### src/rtl/dmg_timer_pkg.sv
// Shared constants and types for the DMG timer/divider block.
package dmg_timer_pkg;

    // Register map on the 2-bit CPU address bus.
    localparam logic [1:0] ADDR_DIV  = 2'd0;
    localparam logic [1:0] ADDR_TIMA = 2'd1;
    localparam logic [1:0] ADDR_TMA  = 2'd2;
    localparam logic [1:0] ADDR_TAC  = 2'd3;

    // TAC fields: bit 2 enables the timer, bits 1:0 pick the divider tap.
    localparam int         TAC_W      = 3;
    localparam int         TAC_EN_BIT = 2;
    localparam logic [4:0] TAC_RD_PAD = 5'b11111;

    // TIMA sequencing: normal counting, overflow wait, one-clk reload.
    typedef enum logic [1:0] {
        COUNT,
        OVF,
        RELOAD
    } state_t;

endpackage

### src/rtl/dmg_fall_edge.sv
// Registered falling-edge detector: one-clk pulse when sig goes 1 -> 0.
module dmg_fall_edge (
    input  logic clk,
    input  logic nreset,
    input  logic sig,
    output logic fall
);

    logic prev;

    // Remember last clk's value of sig.
    always_ff @(posedge clk) begin
        // NOTE: sequential state uses non-blocking assignments so every flop samples pre-edge values.
        if (!nreset) prev <= 1'b0;
        else         prev <= sig;
    end

    assign fall = prev & ~sig;

endmodule

### src/rtl/dmg_timer_div.sv
// DMG divider + TIMA timer: free-running divider, tap-selected TIMA clock,
// delayed TMA reload on overflow and a one-clk timer interrupt.
module dmg_timer_div
    import dmg_timer_pkg::*;
#(
    parameter int DIV_W        = 16,
    parameter int TIMA_W       = 8,
    parameter int TAP0         = 9,
    parameter int TAP1         = 3,
    parameter int TAP2         = 5,
    parameter int TAP3         = 7,
    parameter int RELOAD_DELAY = 4
) (
    input  logic             clk,
    input  logic             nreset,
    input  logic             ce,
    input  logic             cpu_wr,
    input  logic [1:0]       addr,
    input  logic [7:0]       wdata,
    output logic [7:0]       rdata,
    output logic             irq_timer,
    output logic [DIV_W-1:0] div_taps
);

    localparam int RLD_W = $clog2(RELOAD_DELAY + 1);

    logic [DIV_W-1:0]  div;
    logic [TIMA_W-1:0] tima, tima_nxt;
    logic [TIMA_W-1:0] tma;
    logic [TAC_W-1:0]  tac;
    logic [RLD_W-1:0]  rld_cnt, rld_nxt;
    state_t            state, state_nxt;
    logic              tap_bit, sel, inc_req;

    wire div_wr  = cpu_wr && (addr == ADDR_DIV);
    wire tima_wr = cpu_wr && (addr == ADDR_TIMA);
    wire tma_wr  = cpu_wr && (addr == ADDR_TMA);
    wire tac_wr  = cpu_wr && (addr == ADDR_TAC);

    // Free-running divider; a DIV write clears it and beats ce.
    always_ff @(posedge clk) begin
        if (!nreset)     div <= '0;
        else if (div_wr) div <= '0;
        else if (ce)     div <= div + 1'b1;
    end

    // Tap mux feeding the TIMA clock; gated by the TAC enable bit.
    always_comb begin
        // NOTE: every always_comb output gets a default first so no path can infer a latch.
        tap_bit = 1'b0;
        case (tac[1:0])
            2'd0: tap_bit = div[TAP0];
            2'd1: tap_bit = div[TAP1];
            2'd2: tap_bit = div[TAP2];
            2'd3: tap_bit = div[TAP3];
            default: tap_bit = 1'b0;
        endcase
        sel = tac[TAC_EN_BIT] & tap_bit;
    end

    // Any 1 -> 0 on sel counts, including the DIV-clear and TAC-write glitches.
    dmg_fall_edge u_fall (
        .clk    (clk),
        .nreset (nreset),
        .sig    (sel),
        .fall   (inc_req)
    );

    // Plain register writes for TMA and TAC.
    always_ff @(posedge clk) begin
        if (!nreset) begin
            tma <= '0;
            tac <= '0;
        end else begin
            if (tma_wr) tma <= wdata[TIMA_W-1:0];
            if (tac_wr) tac <= wdata[TAC_W-1:0];
        end
    end

    // TIMA state, counter and reload countdown registers.
    always_ff @(posedge clk) begin
        if (!nreset) begin
            state   <= COUNT;
            tima    <= '0;
            rld_cnt <= '0;
        end else begin
            state   <= state_nxt;
            tima    <= tima_nxt;
            rld_cnt <= rld_nxt;
        end
    end

    // TIMA next-state: count, overflow wait, reload.
    always_comb begin
        state_nxt = state;
        tima_nxt  = tima;
        rld_nxt   = rld_cnt;
        case (state)
            COUNT: begin
                if (tima_wr) begin
                    tima_nxt = wdata[TIMA_W-1:0];
                end else if (inc_req) begin
                    if (&tima) begin
                        tima_nxt  = '0;
                        rld_nxt   = RLD_W'(RELOAD_DELAY);
                        state_nxt = OVF;
                    end else begin
                        tima_nxt = tima + 1'b1;
                    end
                end
            end
            OVF: begin
                // Increment requests are dropped while waiting for the reload.
                if (tima_wr) begin
                    tima_nxt  = wdata[TIMA_W-1:0];
                    rld_nxt   = '0;
                    state_nxt = COUNT;
                end else if (ce) begin
                    rld_nxt = rld_cnt - 1'b1;
                    if (rld_cnt == RLD_W'(1)) state_nxt = RELOAD;
                end
            end
            RELOAD: begin
                // A TMA write in this clk feeds straight through; TIMA writes lose.
                tima_nxt  = tma_wr ? wdata[TIMA_W-1:0] : tma;
                state_nxt = COUNT;
            end
            default: state_nxt = COUNT;
        endcase
    end

    assign irq_timer = (state == RELOAD);
    assign div_taps  = div;

    // Combinational register read-back.
    always_comb begin
        rdata = 8'h00;
        case (addr)
            ADDR_DIV:  rdata = div[DIV_W-1 -: 8];
            ADDR_TIMA: rdata = 8'(tima);
            ADDR_TMA:  rdata = 8'(tma);
            ADDR_TAC:  rdata = {TAC_RD_PAD, tac};
            default:   rdata = 8'h00;
        endcase
    end

endmodule

### config.mk
export PLATFORM = sky130hd
export DESIGN_NAME = dmg_timer_div
export DESIGN_NICKNAME = d
export VERILOG_FILES = /design/src/rtl/dmg_timer_pkg.sv /design/src/rtl/dmg_fall_edge.sv /design/src/rtl/dmg_timer_div.sv
export SDC_FILE = /design/constraint.sdc
export NUM_CORES = 1
export LEC_CHECK = 0
export BUFFER_PORTS_ARGS = -buffer_cell sky130_fd_sc_hd__buf_2
export CAP_MARGIN = 40
export CORE_MARGIN = 4
export CORE_UTILIZATION = 56
export DETAILED_ROUTE_END_ITERATION = 12
export PLACE_DENSITY_LB_ADDON = 0.3
export SYNTH_ARGS = -nofsm -noshare
export SYNTH_HDL_FRONTEND = slang
export SYNTH_SLANG_ARGS = --single-unit
### constraint.sdc
create_clock -name clk -period 2.5 [get_ports clk]
set_clock_uncertainty 0.2 [all_clocks]
set_input_delay 0.5 -clock clk [delete_from_list [all_inputs] [get_ports clk]]
set_output_delay 0.5 -clock clk [all_outputs]
set_load 0.03 [all_outputs]
Yosys cells after proc, flatten, opt, wreduce, memory -nomap -nowiden
Index checks and enable logic that the tools add are counted.
{"block": "classes", "bitwise_logic": 4, "n_reduce_logical": 14, "n_addsub": 3, "n_eq_ne": 16, "mux": 21}
{"op": "$mux W8", "count": 5}
{"op": "$pmux W8 S4", "count": 1}
{"op": "$pmux W8 S3", "count": 1}
{"op": "$add A16 B1 Y16 const B", "count": 1}
{"op": "$mux W3", "count": 5}
{"op": "$mux W2", "count": 6}
{"op": "$eq A2 B2 Y1 const B", "count": 5}
{"op": "$reduce_and A5 Y1", "count": 2}
{"op": "$ne A3 B3 Y1 const B", "count": 3}
{"op": "$add A8 B1 Y8 const B", "count": 1}
{"op": "$ne A2 B2 Y1 const B", "count": 4}
{"op": "$reduce_and A8 Y1", "count": 1}
{"op": "$eq A2 B1 Y1 const B", "count": 3}
{"op": "$logic_not A2 Y1", "count": 3}
{"op": "$pmux W3 S2", "count": 1}
{"op": "$logic_and A1 B1 Y1", "count": 4}
{"op": "$pmux W1 S4", "count": 1}
{"op": "$pmux W2 S2", "count": 1}
{"op": "$eq A3 B1 Y1 const B", "count": 1}
{"op": "$reduce_and A3 Y1", "count": 1}
{"op": "$reduce_bool A3 Y1", "count": 1}
{"op": "$sub A3 B1 Y3 const B", "count": 1}
{"op": "$and A1 B1 Y1", "count": 2}
{"op": "$not A1 Y1", "count": 2}
{"op": "other kinds (2)", "count": 2}
{"block": "totals", "out_inout_bits": 25, "register_bits": 41, "elab_cells": 65, "in_bits": 14}

Logic depth before layout (Yosys ltp)
Gate-level depths: netlist (run 1).
{"block": "depth", "depth_word": 8, "mapped_depth": 8, "depth_no_buf": 7}

By module
From an unflattened synthesis (run 1), not the netlist that was laid out.
{"block": "hier_totals", "cells_unflattened": 274, "area_unflattened_um2": 2456.1}
{"mod": "dmg_timer_div", "cells_each": 271, "seq_area_each_um2": 800.8, "n_inst": 1, "area_each_um2": 2419.8}
{"mod": "dmg_fall_edge", "cells_each": 3, "seq_area_each_um2": 20.0, "n_inst": 1, "area_each_um2": 36.3}

Least setup slack after synthesis (run 1)
No wires, ideal clock.
{"block": "synth_path", "kind": "input-to-output", "startpoint": "input port addr[0]", "endpoint": "output port rdata[4]", "t_required_ps": 1800, "stages": 3, "t_arrival_ps": 1529, "setup_slack_ps": 271, "path_buffers": 1, "path_cell_list": "buf_1 mux2_2 o22a_1"}
{"block": "synth_via", "elab_chain_cells": 2, "elab_cells_between_ends": 5, "cone_classes": "eq/ne: 3; mux: 1; reduce/logical: 1"}
{"element": "start: declaration", "line": "dmg_timer_div.sv:18", "rtl": "input logic [1:0] addr,"}
{"element": "$eq A2 B2 Y1, or another cell as far along", "line": "dmg_timer_div.sv:138", "rtl": "case (addr)"}
{"element": "$pmux W8 S4 (*)", "line": "dmg_timer_div.sv:138"}
{"element": "end: declaration", "line": "dmg_timer_div.sv:20", "rtl": "output logic [7:0] rdata,"}
Mark *: on every way between the ends. The rest lies on a longest branch, timed or not.

Worst setup path after layout (run 1)
{"block": "layout_path", "startpoint": "register tima[0]", "endpoint": "register rld_cnt[2]"}
{"block": "layout_via", "elab_chain_cells": 3}
{"element": "start: declaration", "line": "dmg_timer_div.sv:28", "rtl": "logic [TIMA_W-1:0] tima, tima_nxt;"}
{"element": "start signal: assignment", "line": "dmg_timer_div.sv:88", "rtl": "tima <= tima_nxt;"}
{"element": "$reduce_and A8 Y1", "line": "dmg_timer_div.sv:103", "rtl": "if (&tima) begin"}
{"element": "$ne A2 B2 Y1 (no line)"}
{"element": "$reduce_and A5 Y1 (no line)"}
{"element": "end signal: assignment", "line": "dmg_timer_div.sv:89", "rtl": "rld_cnt <= rld_nxt;"}
{"element": "end: declaration", "line": "dmg_timer_div.sv:31", "rtl": "logic [RLD_W-1:0] rld_cnt, rld_nxt;"}
Every way passes these cells.
A chain may end at the register's enable or synchronous reset.

==> impl_metrics.tcl, run 1 <==
set metrics [dict create \
    core_area_mm2 0.004115 \
    dieArea_mm2 0.005492 \
    grt_overflow_total 0 \
    initial_core_util_pct 59.47 \
    wl_per_cell_um 16.15 \
    reg2reg_slack_ps 270 \
    synth-edff-count 0 \
    syn2layout_area_growth_pct 14.01 \
    n_antenna_cell 0 \
    hold_class "reg2reg" \
    final_antenna_net_count 0 \
    p_leak_nw 1.185 \
    dp_cells 361 \
    setup-tns-final_ps 0 \
    hold_viol 0 \
    die_x_um 74.11 \
    startpoint_type "register" \
    critical_path_class "reg2reg" \
    power.density_mw_per_mm2 457.2 \
    worst_slew_margin_rel_pct 67.90 \
    worstMarginPinSlew_ps 481.5 \
    grt.total_usage_pct 23.24 \
    cts_root_buf "clkbuf_8" \
    vias 2192 \
    antenna_found_initial 0 \
    path_delay_family "compound AO/OA/AOI/OAI gates" \
    clock_latency_ps 300 \
    max_freq_mhz 449.2 \
    period_minus_slack_ps 2226 \
    gp_congestion 0.8393 \
    post-route-period-util_pct 89.04 \
    ys.flop_type "dfxtp_1" \
    crit_chain "ha_1 > nand3_1 > o41ai_4 > a21oi_1 > a311oi_1" \
    numPortBuffers 38 \
    cts_made_buffers 5 \
    cp_data_required_time_ps 2500 \
    nets 340 \
    drt_iter0_markers 195 \
    setup_violations 0 \
    grt_first_pass_wirelength_um 9742 \
    die_h_um 74.11 \
    reg2reg_to "rld_cnt[2]$_SDFFE_PN0P_" \
    synth_area_per_cell_um2 8.803 \
    dpl.hpwl_um 4432 \
    startpoint "tima[0]$_SDFFE_PN0P_" \
    ys_warn_count 0 \
    synthArstFlopShare_pct 0 \
    wl_um 5944 \
    synth_area_mm2 0.002447 \
    cp.depth 5 \
    cts.path.max_buffers 2 \
    timing.rr.start "tima[0]$_SDFFE_PN0P_" \
    grt_max_degree 17 \
    grt_setup_unrepaired "false" \
    ir_drop_v 0.0003310 \
    end_kind "register" \
    tritoncts "built" \
    synth_cells 278 \
    cts_resized 0 \
    num_rows 23 \
    postCtsHoldBufs 0 \
    slew_violations 0 \
    endpoint "rld_cnt[2]$_SDFFE_PN0P_" \
    status "completed" \
    ios 39 \
    htree_levels 2 \
    clkTransAtPathRegs_ps 70 \
    r2r_cells 5 \
    cts_setup_buffers 0 \
    synth_cell_types 53 \
    first_pass_iters 4 \
    final_layout_size_suffix_gt1_share_pct 22.01 \
    max-cap-violations 0 \
    syn_nets 300 \
    drc 0 \
    crit_buf_inv 0 \
    critPathMaxFanout 7 \
    synth_seq_area_share_pct 33.54 \
    ys_seq_elements 41 \
    crit_arrival_ps 2230 \
    avgViaCountPerCell 5.957 \
    crit_slowest_cell "dfxtp_1" \
    stdcell_count 368 \
    cts.sinks 41 \
    grt_pass1_vias 2098 \
    cpPeakStageDelay_ps 480 \
]
## worst reg2reg max path: stages (launching register included)
cell and delay (ps):
dfxtp_1 480, ha_1 360, nand3_1 260, o41ai_4 440
a21oi_1 120, a311oi_1 270
## synthesized netlist by cell type (all sizes together), types with 3 or more instances
cell type | number | area (µm²)
and4 | 3 | 26.28
xnor2 | 4 | 35.03
mux2 | 8 | 90.08
nand3b | 4 | 30.03
dfxtp | 41 | 820.8
xor2 | 14 | 122.6
o31ai | 3 | 22.52
o22a | 6 | 52.55
nand4 | 7 | 56.30
nand2 | 17 | 63.81
nand3 | 22 | 115.1
clkbuf | 8 | 30.03
a21oi | 17 | 88.84
buf | 6 | 33.78
o21ai | 12 | 60.05
and2 | 5 | 31.28
nand2b | 7 | 43.79
mux2i | 13 | 130.1
mux4 | 3 | 67.56
nor2 | 31 | 116.4
ha | 8 | 100.1
nor3 | 5 | 25.02
inv | 7 | 26.28
## kinds of logic after synthesis
logic type	after synthesis	share of synthesized area, %
multiplexers	24	11.76
buffers and inverters	22	3.834
AND/OR/NAND/NOR	110	23.36
flip-flops	41	33.54
adder cells (fa/ha/maj)	8	4.090
XOR/XNOR	18	6.442
AO/OA/AOI/OAI	55	16.97
## per-layer routing
metal / global-route usage, % / part of all wire, % / up-vias
met5: 0 / 0 / -
met4: 12.88 / 3.3 / 0
met3: 4.459 / 7.0 / 21
met2: 39.17 / 47 / 78
met1: 27.70 / 43 / 1009
li1: - / - / 1084
## area by class of cell
type	count	area (µm²)
clock buffers	7	86.33
fillers	341	1325
inverters	8	30.03
multi-input cells	215	1533
flip-flops and latches	41	820.8
well taps	50	62.56
repair buffers	47	257.7
## metrics by stage
stage / cell area [µm²] / utilization (%) / total power [mW] / hold WS [ps] / setup slack (ps)
after floorplan: 2447 / - / 0.7903 / 238.1 / 271.3
after global placement: 2704 / 65.70 / 0.8395 / 249.1 / 244.4
after detailed placement: 2704 / 65.70 / 0.8432 / 259.3 / 189.8
after CTS: 2790 / 67.80 / 1.279 / 269.2 / 277.1
after global routing: 2790 / 67.80 / 1.324 / 287.0 / 224.8
final: 2790 / 67.80 / 1.276 / 263.1 / 274.0
## placed cells by master, fill, tap and decap left out, types with 2 or more instances in the layout
master	netlist	final
xor2_1	14	14
a21oi_1	16	16
nand4_2	2	2
mux2i_1	13	13
dfxtp_1	41	41
nand4_1	5	5
o22a_1	6	6
nand2b_1	7	7
nand3_1	21	21
nand2_1	17	17
and4_1	3	3
ha_1	8	8
buf_2	3	38
nor2_1	31	31
xnor2_1	4	4
nor3_1	5	5
mux2_2	6	6
mux2_1	2	2
or3_1	2	2
a22o_1	2	2
mux4_2	3	3
o21ai_0	5	5
a211oi_1	2	2
and2_1	5	5
inv_1	7	7
o21ai_1	7	7
nand3b_1	4	4
o31ai_1	3	3
buf_4	0	9
clkbuf_8	0	6
and3_1	2	2
## state kept, by name (all words and copies together) (netlist names)
register	cells
state	2
rld_cnt	3
tima	8
div_taps	16
u_fall.prev	1
tac	3
tma	8
## power by group
| part | total (mW) | switching, mW | internal [mW] | leakage, nW |
|---|---|---|---|---|
| clock | 0.447 | 0.228 | 0.219 | 0.0443 |
| combinational | 0.148 | 0.0898 | 0.0586 | 0.808 |
| sequential | 0.680 | 0.0153 | 0.665 | 0.332 |
| total | 1.28 | 0.333 | 0.943 | 1.18 |
## worst min-delay path by stage
stage	from	endpoint	depth (start not counted)
after floorplan	rld_cnt[1]$_SDFFE_PN0P_	rld_cnt[1]$_SDFFE_PN0P_	2
after detailed placement	rld_cnt[1]$_SDFFE_PN0P_	rld_cnt[1]$_SDFFE_PN0P_	2
final	rld_cnt[1]$_SDFFE_PN0P_	rld_cnt[1]$_SDFFE_PN0P_	2
after global placement	rld_cnt[1]$_SDFFE_PN0P_	rld_cnt[1]$_SDFFE_PN0P_	2
after global routing	rld_cnt[1]$_SDFFE_PN0P_	rld_cnt[1]$_SDFFE_PN0P_	2
after CTS	rld_cnt[1]$_SDFFE_PN0P_	rld_cnt[1]$_SDFFE_PN0P_	2
Power figures use the tool's default switching activity.
==> inputs of run 2 (changes only) <==
--- a/config.mk
+++ b/config.mk
@@ -8,7 +8,7 @@
 export BUFFER_PORTS_ARGS = -buffer_cell sky130_fd_sc_hd__buf_2
 export CAP_MARGIN = 40
 export CORE_MARGIN = 4
-export CORE_UTILIZATION = 56
+export CORE_UTILIZATION = 60
 export DETAILED_ROUTE_END_ITERATION = 12
 export PLACE_DENSITY_LB_ADDON = 0.3
 export SYNTH_ARGS = -nofsm -noshare
==> constraint.sdc (replaced) <==
create_clock -name clk -period 2.8 [get_ports clk]
set_clock_uncertainty 0.2 [all_clocks]
set_input_delay 0.56 -clock clk [delete_from_list [all_inputs] [get_ports clk]]
set_output_delay 0.56 -clock clk [all_outputs]
set_load 0.03 [all_outputs]
==> run 2 against run 1 <==
Register-to-register slack gained 290 ps. Clock power shrank 4.7%. Final area shrank 0.36%. Non-clock buffer count shrank 3. Worst hold slack gained 14 ps. Die area shrank 6.0%. Core utilization grew 5.4 points. Critical path depth shrank 2. Sequential cell count is the same. Worst setup slack gained 180 ps. Routed wire length grew 1.7%. Critical endpoint is now rdata[1].
==> impl_metrics.tcl, run 2 (synthesis results as in run 1) <==
set metrics [dict create \
    worstMarginPinSlew_ps 499.2 \
    cp_data_required_time_ps 2040 \
    worst_slew_margin_rel_pct 66.46 \
    clock_latency_ps 300 \
    startpoint "addr[0]" \
    cts_setup_buffers 0 \
    n_antenna_cell 0 \
    critical_path_class "in2out" \
    crit_arrival_ps 1590 \
    grt.total_usage_pct 24.13 \
    grt_setup_unrepaired "false" \
    ir_drop_v 0.0004028 \
    grt_overflow_total 0 \
    post-route-cell-area_mm2 0.002780 \
    startpoint_type "input pin" \
    grt_first_pass_wirelength_um 9887 \
    nets 337 \
    cts_root_buf "clkbuf_8" \
    power.density_mw_per_mm2 418.8 \
    period_minus_slack_ps 2349 \
    final_antenna_net_count 0 \
    slew_violations 0 \
    end_kind "primary output" \
    dieArea_mm2 0.005165 \
    post-route-period-util_pct 83.90 \
    worst_slack_ps 450.8 \
    syn2layout_area_growth_pct 13.60 \
    setup-tns-final_ps 0 \
    p_leak_nw 1.179 \
    die_h_um 71.87 \
    critPathMaxFanout 15 \
    core_area_mm2 0.003799 \
    dpl.hpwl_um 4435 \
    wl_per_cell_um 16.61 \
    postCtsHoldBufs 0 \
    max_freq_mhz 425.7 \
    clkTransAtPathRegs_ps 70 \
    layout_commonest_cell "dfxtp_1" \
    gp_congestion 0.9209 \
    wl_um 6045 \
    first_pass_iters 6 \
    final_cell_mix "dfxtp_1 (41), buf_2 (38), nor2_1 (31)" \
    num_rows 22 \
    ios 39 \
    min_from "rld_cnt[1]$_SDFFE_PN0P_" \
    htree_levels 2 \
    max-cap-violations 0 \
    largest_reg_flops 16 \
    die_x_um 71.87 \
    status "completed" \
    drc 0 \
    numPortBuffers 38 \
    drt_iter0_markers 186 \
    tritoncts "built" \
    timing.rr.start "state[1]$_SDFFE_PN0P_" \
    final_util_pct 73.19 \
    grt_pass1_vias 2136 \
    hold_viol 0 \
    setup_violations 0 \
    avgViaCountPerCell 6.063 \
    cts_resized 0 \
    grt_max_degree 17 \
    cts.path.max_buffers 2 \
    place_area_mm2 0.002679 \
    final_layout_size_suffix_gt1_share_pct 21.84 \
    cts.sinks 41 \
    antenna_found_initial 0 \
    place_ws_ps 424.4 \
    hold_class "reg2reg" \
    cts_made_buffers 5 \
    initial_core_util_pct 64.43 \
    vias 2207 \
]
## run 2: changes by cell type in the layout (fill, tap and decap cells not counted)
cell and change:
clkbuf_1 -1, clkbuf_8 +1, clkinv_2 +1, buf_4 -3
## run 2: worst max-delay path, cell delays in order
cell and delay (ps):
buf_2 270, mux4_2 560, buf_2 200
## run 2: cell type report
cell class                      instances  area [µm²]
Fill cell                             309        1018
Clock inverter                          1       5.005
Clock buffer                            7       96.34
Timing Repair Buffer                   44       235.2
Sequential cell                        41       820.8
Tap cell                               48       60.06
Multi-Input combinational cell        215        1533
Inverter                                8       30.03
## run 2: layer usage
layer	wire length [µm]	global-route usage (%)	vias to the layer above
met5	0	0	-
met4	97	10.02	0
met3	381	4.628	10
met2	2951	39.80	81
met1	2616	30.75	1037
li1	-	-	1079
## run 2: per-stage QoR
stage	hold WS (ps)	power (mW)	cells
floorplan	238.1	0.7056	278
global placement	247.9	0.7464	356
detailed placement	260.8	0.7504	356
CTS	274.4	1.170	364
global route	288.4	1.199	364
finish	277.5	1.164	364
## run 2: power by group
part | internal [mW] | total (mW) | switching (mW)
clock network | 0.223 | 0.426 | 0.203
registers | 0.594 | 0.608 | 0.0142
logic | 0.0504 | 0.130 | 0.0801
## run 2: worst paths after layout
path | end | slack [ps] | depth (start not counted)
max reg2reg | tima[2]$_SDFFE_PN0P_ | 560 | 7
min | rld_cnt[1]$_SDFFE_PN0P_ | 280 | 2
max | rdata[1] | 450 | 3
min reg2reg | rld_cnt[1]$_SDFFE_PN0P_ | 280 | 2
